**src/rtl/spart_tx_queue.sv**
```systemverilog
// SPART transmit queue: DEPTH-entry byte FIFO feeding an 8N1 serializer. A send is accepted when not full and a send while full is dropped.
// The first byte pops one cycle after enqueue and txd falls on that edge. full/empty/count are decoded from registered state.
module spart_tx_queue #(
  parameter int DEPTH    = 8,
  parameter int DATA_W   = 8,
  parameter int BAUD_DIV = 434
) (
  input  logic                       clk,
  input  logic                       rst_n,
  input  logic                       send,
  input  logic [DATA_W-1:0]          tx_data,
  output logic                       full,
  output logic                       empty,
  output logic [$clog2(DEPTH):0]     count,
  output logic                       busy,
  output logic                       txd
);
  localparam int PTR_W  = $clog2(DEPTH);
  localparam int CNT_W  = PTR_W + 1;
  localparam int BAUD_W = $clog2(BAUD_DIV);
  localparam int BIT_W  = (DATA_W > 1) ? $clog2(DATA_W) : 1;
  localparam logic [BAUD_W-1:0] BAUD_LAST = BAUD_W'(BAUD_DIV - 1);
  localparam logic [BIT_W-1:0]  BIT_LAST  = BIT_W'(DATA_W - 1);

  typedef enum logic [1:0] {IDLE, START, DATA, STOP} state_t;

  state_t              state_q, state_d;
  logic [DATA_W-1:0]   mem_q [DEPTH];
  logic [PTR_W-1:0]    wr_ptr_q, wr_ptr_d;
  logic [PTR_W-1:0]    rd_ptr_q, rd_ptr_d;
  logic [CNT_W-1:0]    count_q, count_d;
  logic [BAUD_W-1:0]   baud_q, baud_d;
  logic [BIT_W-1:0]    bit_q, bit_d;
  logic [DATA_W-1:0]   shift_q, shift_d;
  logic                txd_q, txd_d;
  logic                push, pop;

  assign full  = (count_q == CNT_W'(DEPTH));
  assign empty = (count_q == '0);
  assign count = count_q;
  assign busy  = (state_q != IDLE);
  assign txd   = txd_q;

  // full is evaluated from pre-edge count, so a push coinciding with a pop at full is dropped
  assign push = send && !full;
  assign pop  = (state_q == IDLE) && !empty;

  always_comb begin
    wr_ptr_d = wr_ptr_q;
    rd_ptr_d = rd_ptr_q;
    count_d  = count_q;
    if (push) wr_ptr_d = wr_ptr_q + PTR_W'(1);
    if (pop)  rd_ptr_d = rd_ptr_q + PTR_W'(1);
    case ({push, pop})
      2'b10:   count_d = count_q + CNT_W'(1);
      2'b01:   count_d = count_q - CNT_W'(1);
      default: count_d = count_q;
    endcase
  end

  always_comb begin
    state_d = state_q;
    baud_d  = baud_q;
    bit_d   = bit_q;
    shift_d = shift_q;
    case (state_q)
      IDLE: begin
        if (pop) begin
          state_d = START;
          baud_d  = '0;
          shift_d = mem_q[rd_ptr_q];
        end
      end
      START: begin
        if (baud_q == BAUD_LAST) begin
          state_d = DATA;
          baud_d  = '0;
          bit_d   = '0;
        end else begin
          baud_d = baud_q + BAUD_W'(1);
        end
      end
      DATA: begin
        if (baud_q == BAUD_LAST) begin
          baud_d  = '0;
          shift_d = shift_q >> 1;
          if (bit_q == BIT_LAST) state_d = STOP;
          else                   bit_d   = bit_q + BIT_W'(1);
        end else begin
          baud_d = baud_q + BAUD_W'(1);
        end
      end
      STOP: begin
        if (baud_q == BAUD_LAST) begin
          state_d = IDLE;
          baud_d  = '0;
        end else begin
          baud_d = baud_q + BAUD_W'(1);
        end
      end
      default: state_d = IDLE;
    endcase

    // Line level follows the next state so the pin is a pure flop output
    txd_d = 1'b1;
    case (state_d)
      START:   txd_d = 1'b0;
      DATA:    txd_d = shift_d[0];
      default: txd_d = 1'b1;
    endcase
  end

  always_ff @(posedge clk) begin
    if (push) mem_q[wr_ptr_q] <= tx_data;
  end

  always_ff @(posedge clk or negedge rst_n) begin
    if (!rst_n) begin
      state_q  <= IDLE;
      wr_ptr_q <= '0;
      rd_ptr_q <= '0;
      count_q  <= '0;
      baud_q   <= '0;
      bit_q    <= '0;
      shift_q  <= '0;
      txd_q    <= 1'b1;
    end else begin
      state_q  <= state_d;
      wr_ptr_q <= wr_ptr_d;
      rd_ptr_q <= rd_ptr_d;
      count_q  <= count_d;
      baud_q   <= baud_d;
      bit_q    <= bit_d;
      shift_q  <= shift_d;
      txd_q    <= txd_d;
    end
  end
endmodule

```
**config.mk**
```make
export PLATFORM = sky130hd
export DESIGN_NAME = spart_tx_queue
export DESIGN_NICKNAME = d
export VERILOG_FILES = /design/src/rtl/spart_tx_queue.sv
export SDC_FILE = /design/constraint.sdc
export NUM_CORES = 1
export LEC_CHECK = 0
export CORE_ASPECT_RATIO = 0.7
export CORE_UTILIZATION = 57
export DETAILED_ROUTE_END_ITERATION = 12
export DONT_BUFFER_PORTS = 1
export PLACE_DENSITY = 0.82
export REMOVE_ABC_BUFFERS = 1
export SYNTH_ARGS = -nofsm -noshare
export SYNTH_HDL_FRONTEND = slang
export SYNTH_SLANG_ARGS = --single-unit
```
**constraint.sdc**
```tcl
create_clock -name clk -period 2.41 [get_ports clk]
set_input_delay 0 -clock clk [delete_from_list [all_inputs] [get_ports clk]]
set_output_delay 0 -clock clk [all_outputs]
set_load 0.01 [all_outputs]
```
==> run_results.csv, run 1 <==
group,metric,value,unit
sta,setup_violations,0,
power_and_ir_drop,powerDensity,881,mW/mm²
power_and_ir_drop,power.leakage,0.00175,µW
clock_tree,clk_pin_slew,110,ps
logic_synthesis,yosys_register_bits,97,
global_routing,grt_pass1_wl,12600,µm
critical_path,cp_max_fo,3,
sta,max_freq,442,MHz
logic_synthesis,ys_async_sr_fraction,0.340,
clock_tree,clock_sinks,97,
floorplan,coreArea,0.00691,mm²
route,ant_nets,0,
logic_synthesis,synth_ff_type,"edfxtp_1",
finish,syn_to_final_growth,13.6,%
critical_path,crit_buf_inv,2,
floorplan,placementRows,25,
sta,rsz0062_at_grt,"false",
route,drt_iter0_drc,162,
sta,relSlewSlack,0.465,
critical_path,cp-start-kind,"flop",
route,drt_pass1_iterations,4,
logic_synthesis,synth-seq-area-share,0.659,
global_routing,grt-ovfl-total,0,
min_path,hold_path.class,"input port to asynchronous set/reset pin",
clock_tree,htreeDepth,3,
job,cap_violations,0,
floorplan,die_w,104,µm
global_routing,grt_pass1_vias,2453,
route,vias_per_cell,6.11,
global_routing,track_usage,0.226,
route,post-route-drc-count,0,
route,finalWirelength,7790,µm
finish,diodes,0,
route,wl_per_cell,19.4,µm
global_routing,antenna_found_initial,0,
finish,final_cell_count_no_fill,401,
logic_synthesis,syn_inst,270,
critical_path,path_delay_family,"simple AND/OR/NAND/NOR gates",
clock_tree,cts_root_buf,"clkbuf_8",
sta,tightest_slew,803,ps
sta,finalWorstSetupSlack,150,ps
clock_tree,cts.path.max_buffers,2,
sta,hold_viol,0,
clock_tree,numCtsBuffers,9,
placement,dp_slack,-9.05,ps
critical_path,crit_required,2650,ps
sta,period_needed,2260,ps
placement,hpwl,5190,µm
sta,fin_skew,15.0,ps
sta,final-max-slew-violation-count,0,
logic_synthesis,ys_types,51,
status,status,"completed",
critical_path,worstPathCellList,"or4_4 > inv_2 > nor2_1 > ha_2 > ha_4 > inv_1 > nor4_1 > nand4b_1 > o311ai_1",
global_routing,grt_max_degree,34,
floorplan,die_h,73.6,µm
critical_path,end_kind,"flop",
critical_path,critPathKind,"flop to flop",
placement,io_buffers,0,
sta,fin_crit_sh,0.938,
floorplan,dieArea,0.00767,mm²
floorplan,start_util,0.603,
finish,drive_gt1_frac,0.225,
critical_path,cpPeakStageDelay,550,ps
route,vias,2450,
clock_tree,clk_latency,370,ps
clock_tree,cts_tree,"done",
placement,place_inst,375,
logic_synthesis,netlist_area,0.00417,mm²
logic_synthesis,syn_avg_cell_area,15.4,µm²
critical_path,cp.arrival,2500,ps
power_and_ir_drop,peakVddDrop,480,µV
finish,nets,323,
placement,place.gp.congestion,0.838,
critical_path,slowest_stage,"or4_4",
floorplan,io_pins,19,
logic_synthesis,synth-edff-count,64,
logic_synthesis,ys_warn_count,0,
[cell families after synthesis]
| family | after synthesis | share of synthesized area |
|---|---|---|
| AO/OA/AOI/OAI | 52 | 0.0897 |
| AND/OR/NAND/NOR | 61 | 0.0816 |
| adder cells (fa/ha/maj) | 10 | 0.0318 |
| flip-flops | 97 | 0.659 |
| XOR/XNOR | 8 | 0.0168 |
| multiplexers | 20 | 0.0966 |
| buffers and inverters | 22 | 0.0243 |
[sequential cells by signal (all words and copies together) (netlist names)]
name and cells:
baud_q 9, wr_ptr_q 3, count 4, shift_q 8, mem_q 64, state_q 2
rd_ptr_q 3, txd 1, bit_q 3
[power by group]
group          switching [µW]  internal (µW)
clock                     635            415
sequential                200           2080
combinational             456            386
total                    1290           2880
[cell usage in the layout, fill, tap and decap left out, drive strengths merged, types with 2 or more instances in the layout]
master       instances
mux2i                2
nand2               15
a31oi                5
dfrtp               32
nand4                2
and3                 2
dlygate4sd3          9
and4                 2
a22o                11
clkinv               3
ha                   9
a21oi                9
mux4                16
clkbuf               9
mux2                 2
buf                 22
xor2                 4
and2                 3
edfxtp              64
or3                  3
a221o                7
inv                 15
o21ai               11
xnor2                4
nand3                5
nand2b               5
nor2                 9
nor3                 8
nor4                 2
[Yosys cell counts (4+ instances only)]
master	number	area, µm²
nor2_1	8	30.0
a22o_1	11	96.3
a31oi_1	5	31.3
a221o_1	7	70.1
nand3_1	5	25.0
xor2_1	4	35.0
xnor2_1	4	35.0
a21oi_1	9	45.0
mux4_2	16	360
o21ai_0	10	50.1
dfrtp_1	32	801
nand2b_1	5	31.3
clkbuf_1	5	18.8
ha_1	9	113
nor3_1	7	35.0
nand2_1	15	56.3
inv_1	11	41.3
edfxtp_1	64	1920
[metrics by stage]
| stage | utilization | setup TNS (ps) | power, µW | area (µm²) | hold slack, ps |
|---|---|---|---|---|---|
| after global placement | 0.636 | 0 | 3030 | 4400 | -295 |
| after detailed placement | 0.636 | -9.05 | 3090 | 4400 | -295 |
| after floorplan | - | -101 | 2780 | 4110 | -296 |
| after CTS | 0.682 | 0 | 4170 | 4710 | 42.8 |
| final | 0.685 | 0 | 4170 | 4740 | 54.5 |
| after global routing | 0.685 | 0 | 4370 | 4740 | 73.0 |
[worst register-to-register path: stages (launching register included)]
cell and delay, ps:
dfrtp_1 390, or4_4 550, inv_2 70, nor2_1 60, ha_2 200, ha_4 280
inv_1 60, nor4_1 270, nand4b_1 150, o311ai_1 110
[per-layer routing]
metal | wire length [µm] | global-route usage
met1 | 3390 | 0.300
met2 | 3750 | 0.366
met3 | 585 | 0.0701
met4 | 65 | 0.0714
met5 | 0 | 0
[timing repair]
action,in CTS,in global routing
pin swaps,0,2
hold endpoints to repair,97,0
resized for setup,1,5
hold buffers,10,0
setup buffers,0,0
setup endpoints to repair,1,2
[final timing paths]
kind	startpoint	end	slack, ps	depth (start not counted)
min in group clk	send	wr_ptr_q[0]	70	3
max reg2reg	count[1]	count[3]	150	9
max	count[1]	count[3]	150	9
min	rst_n	baud_q[6]	50	2
max in group asynchronous	rst_n	txd	2090	2
min reg2reg	shift_q[7]	shift_q[6]	510	1
[final cells by class]
class / count / area, µm²
Sequential cell: 97 / 2750
Inverter: 12 / 45.0
Fill cell: 450 / 2180
Clock inverter: 7 / 82.6
Timing Repair Buffer: 31 / 268
Tap cell: 94 / 118
Multi-Input combinational cell: 151 / 1350
Clock buffer: 9 / 124
No activity file was read; power rests on OpenSTA's default activity.
==> run 2: changes to the inputs <==
==> constraint.sdc (replaced) <==
create_clock -name clk -period 2.41 [get_ports clk]
set_input_delay 0.482 -clock clk [delete_from_list [all_inputs] [get_ports clk]]
set_output_delay 0.482 -clock clk [all_outputs]
set_load 0.01 [all_outputs]
==> run 2 against run 1 <==
Worst hold slack better by 140 ps. Design area down 1.7%. First-iteration DRC count grew 8.6%. Count of clock-buffer cells in the layout is the same. Critical path depth is 1 higher.
==> run_results.csv, run 2 (synthesis results as in run 1) <==
group,metric,value,unit
clock_tree,numCtsBuffers,9,
floorplan,io_pins,19,
route,drt_pass1_iterations,4,
global_routing,grt-ovfl-total,0,
global_routing,grt_max_degree,34,
floorplan,coreArea,0.00691,mm²
sta,rsz0062_at_grt,"false",
sta,tightest_slew,839,ps
route,drt_iter0_drc,176,
critical_path,end_kind,"flop",
finish,nets,315,
sta,fin_skew,14.3,ps
sta,final-max-slew-violation-count,0,
clock_tree,cts_setup_buffers,0,
placement,io_buffers,0,
placement,hpwl,5190,µm
route,wl_per_cell,19.5,µm
route,ant_nets,0,
finish,n_fill_cell,454,
global_routing,track_usage,0.225,
clock_tree,htreeDepth,3,
global_routing,grt_pass1_wl,12500,µm
critical_path,crit-reg2reg-launch,"count[1]",
finish,final_cell_mix,"edfxtp_1 (64), dfrtp_1 (32), buf_4 (21), mux4_2 (16), nand2_1 (15)",
sta,whs,196,ps
route,finalWirelength,7670,µm
finish,final_area,0.00466,mm²
sta,setup_violations,0,
min_path,whs_endpoint,"mem_q[6][4]",
sta,relSlewSlack,0.441,
clock_tree,cts_tree,"done",
sta,fin_crit_sh,0.933,
floorplan,start_util,0.603,
critical_path,crit_required,2690,ps
finish,utilization,0.673,
finish,diodes,0,
placement,post_dp_cell_area,0.00440,mm²
finish,top_register,"mem_q",
floorplan,die_w,104,µm
critical_path,critPathKind,"flop to flop",
job,cap_violations,0,
critical_path,ff2ff_setup_slack,160,ps
finish,layout_commonest_cell,"edfxtp_1",
floorplan,die_h,73.6,µm
global_routing,grt_pass1_vias,2428,
sta,hold_viol,0,
floorplan,dieArea,0.00767,mm²
route,post-route-drc-count,0,
critical_path,cp_max_fo,6,
global_routing,antenna_found_initial,0,
clock_tree,clock_sinks,97,
critical_path,cp-start-kind,"flop",
finish,drive_gt1_frac,0.231,
finish,largest_reg_flops,64,
finish,top_regs,"mem_q x64, baud_q x9, shift_q x8",
min_path,hold_path.class,"input port to flop",
power_and_ir_drop,peakVddDrop,478,µV
sta,max_freq,445,MHz
clock_tree,clk_pin_slew,110,ps
min_path,hold_start,"tx_data[4]",
sta,period_needed,2250,ps
clock_tree,cts_root_buf,"clkbuf_8",
critical_path,cp.arrival,2530,ps
status,status,"completed",
critical_path,reg2reg_depth,10,
power_and_ir_drop,powerDensity,891,mW/mm²
route,vias,2410,
min_path,min_delay_path_depth,0,
floorplan,placementRows,25,
placement,place.gp.congestion,0.838,
finish,syn_to_final_growth,11.6,%
power_and_ir_drop,power.leakage,0.00171,µW
clock_tree,cts.path.max_buffers,2,
critical_path,timing.rr.end,"count[2]",
clock_tree,clk_latency,370,ps
route,vias_per_cell,6.13,
## run 2: cell types whose count changed in the layout (fill, tap and decap cells not counted)
cell           before  now
dlygate4sd3_1       9    1
## run 2: area by class of cell
type                            count  area, µm²  area share
Multi-Input combinational cell    151       1350       0.290
Clock inverter                      7       82.6      0.0177
Clock buffer                        9        124      0.0266
Sequential cell                    97       2750       0.590
Timing Repair Buffer               23        188      0.0403
Tap cell                           94        118      0.0253
Inverter                           12       45.0     0.00967
## run 2: through the flow
| stage | setup slack (ps) | total power, µW | cells | TNS, ps |
|---|---|---|---|---|
| floorplan | -101 | 2780 | 260 | -101 |
| detailed placement | -9.05 | 3090 | 375 | -9.05 |
| CTS | 54.7 | 4150 | 393 | 0 |
| finish | 162 | 4150 | 393 | 0 |
| global placement | 150 | 3030 | 375 | 0 |
| global route | 29.9 | 4350 | 393 | 0 |
## run 2: report_power, final
group / internal (µW) / total, µW / switching, µW
clock network: 415 / 1050 / 633
logic: 377 / 819 / 442
registers: 2080 / 2280 / 201
total: 2870 / 4150 / 1280
## run 2: metal layers
| metal | wire (µm) | track usage | vias to the layer above |
|---|---|---|---|
| li1 | - | - | 1107 |
| met1 | 3380 | 0.300 | 1207 |
| met2 | 3660 | 0.361 | 85 |
| met3 | 576 | 0.0701 | 11 |
| met4 | 61 | 0.0714 | 0 |
| met5 | 0 | 0 | - |
## run 2: critical path, cell delays in order (launching register included)
cell and delay (ps):
dfrtp_1 390, buf_4 160, nor3_2 200, a21boi_1 110
inv_1 160, ha_2 250, buf_4 150, inv_1 50
fa_1 370, xor2_1 150, o21ai_0 170
## run 2: how the worst max path moves through the flow
stage / start / endpoint / slack [ps] / depth (start not counted)
after CTS: count[1] / count[3] / 50 / 8
after global routing: count[1] / count[2] / 30 / 10
after floorplan: state_q[0] / count[3] / -100 / 8
after global placement: count[1] / count[3] / 150 / 8
after detailed placement: count[1] / count[3] / -9 / 8
final: count[1] / count[2] / 160 / 10
## run 2: timing repair
item	4_1_cts	5_1_grt
gates resized for setup	1	5
hold buffers	2	0
endpoints found under the hold margin	33	0
endpoints found under the setup margin	1	2
cloned	0	0
pin swaps	0	2
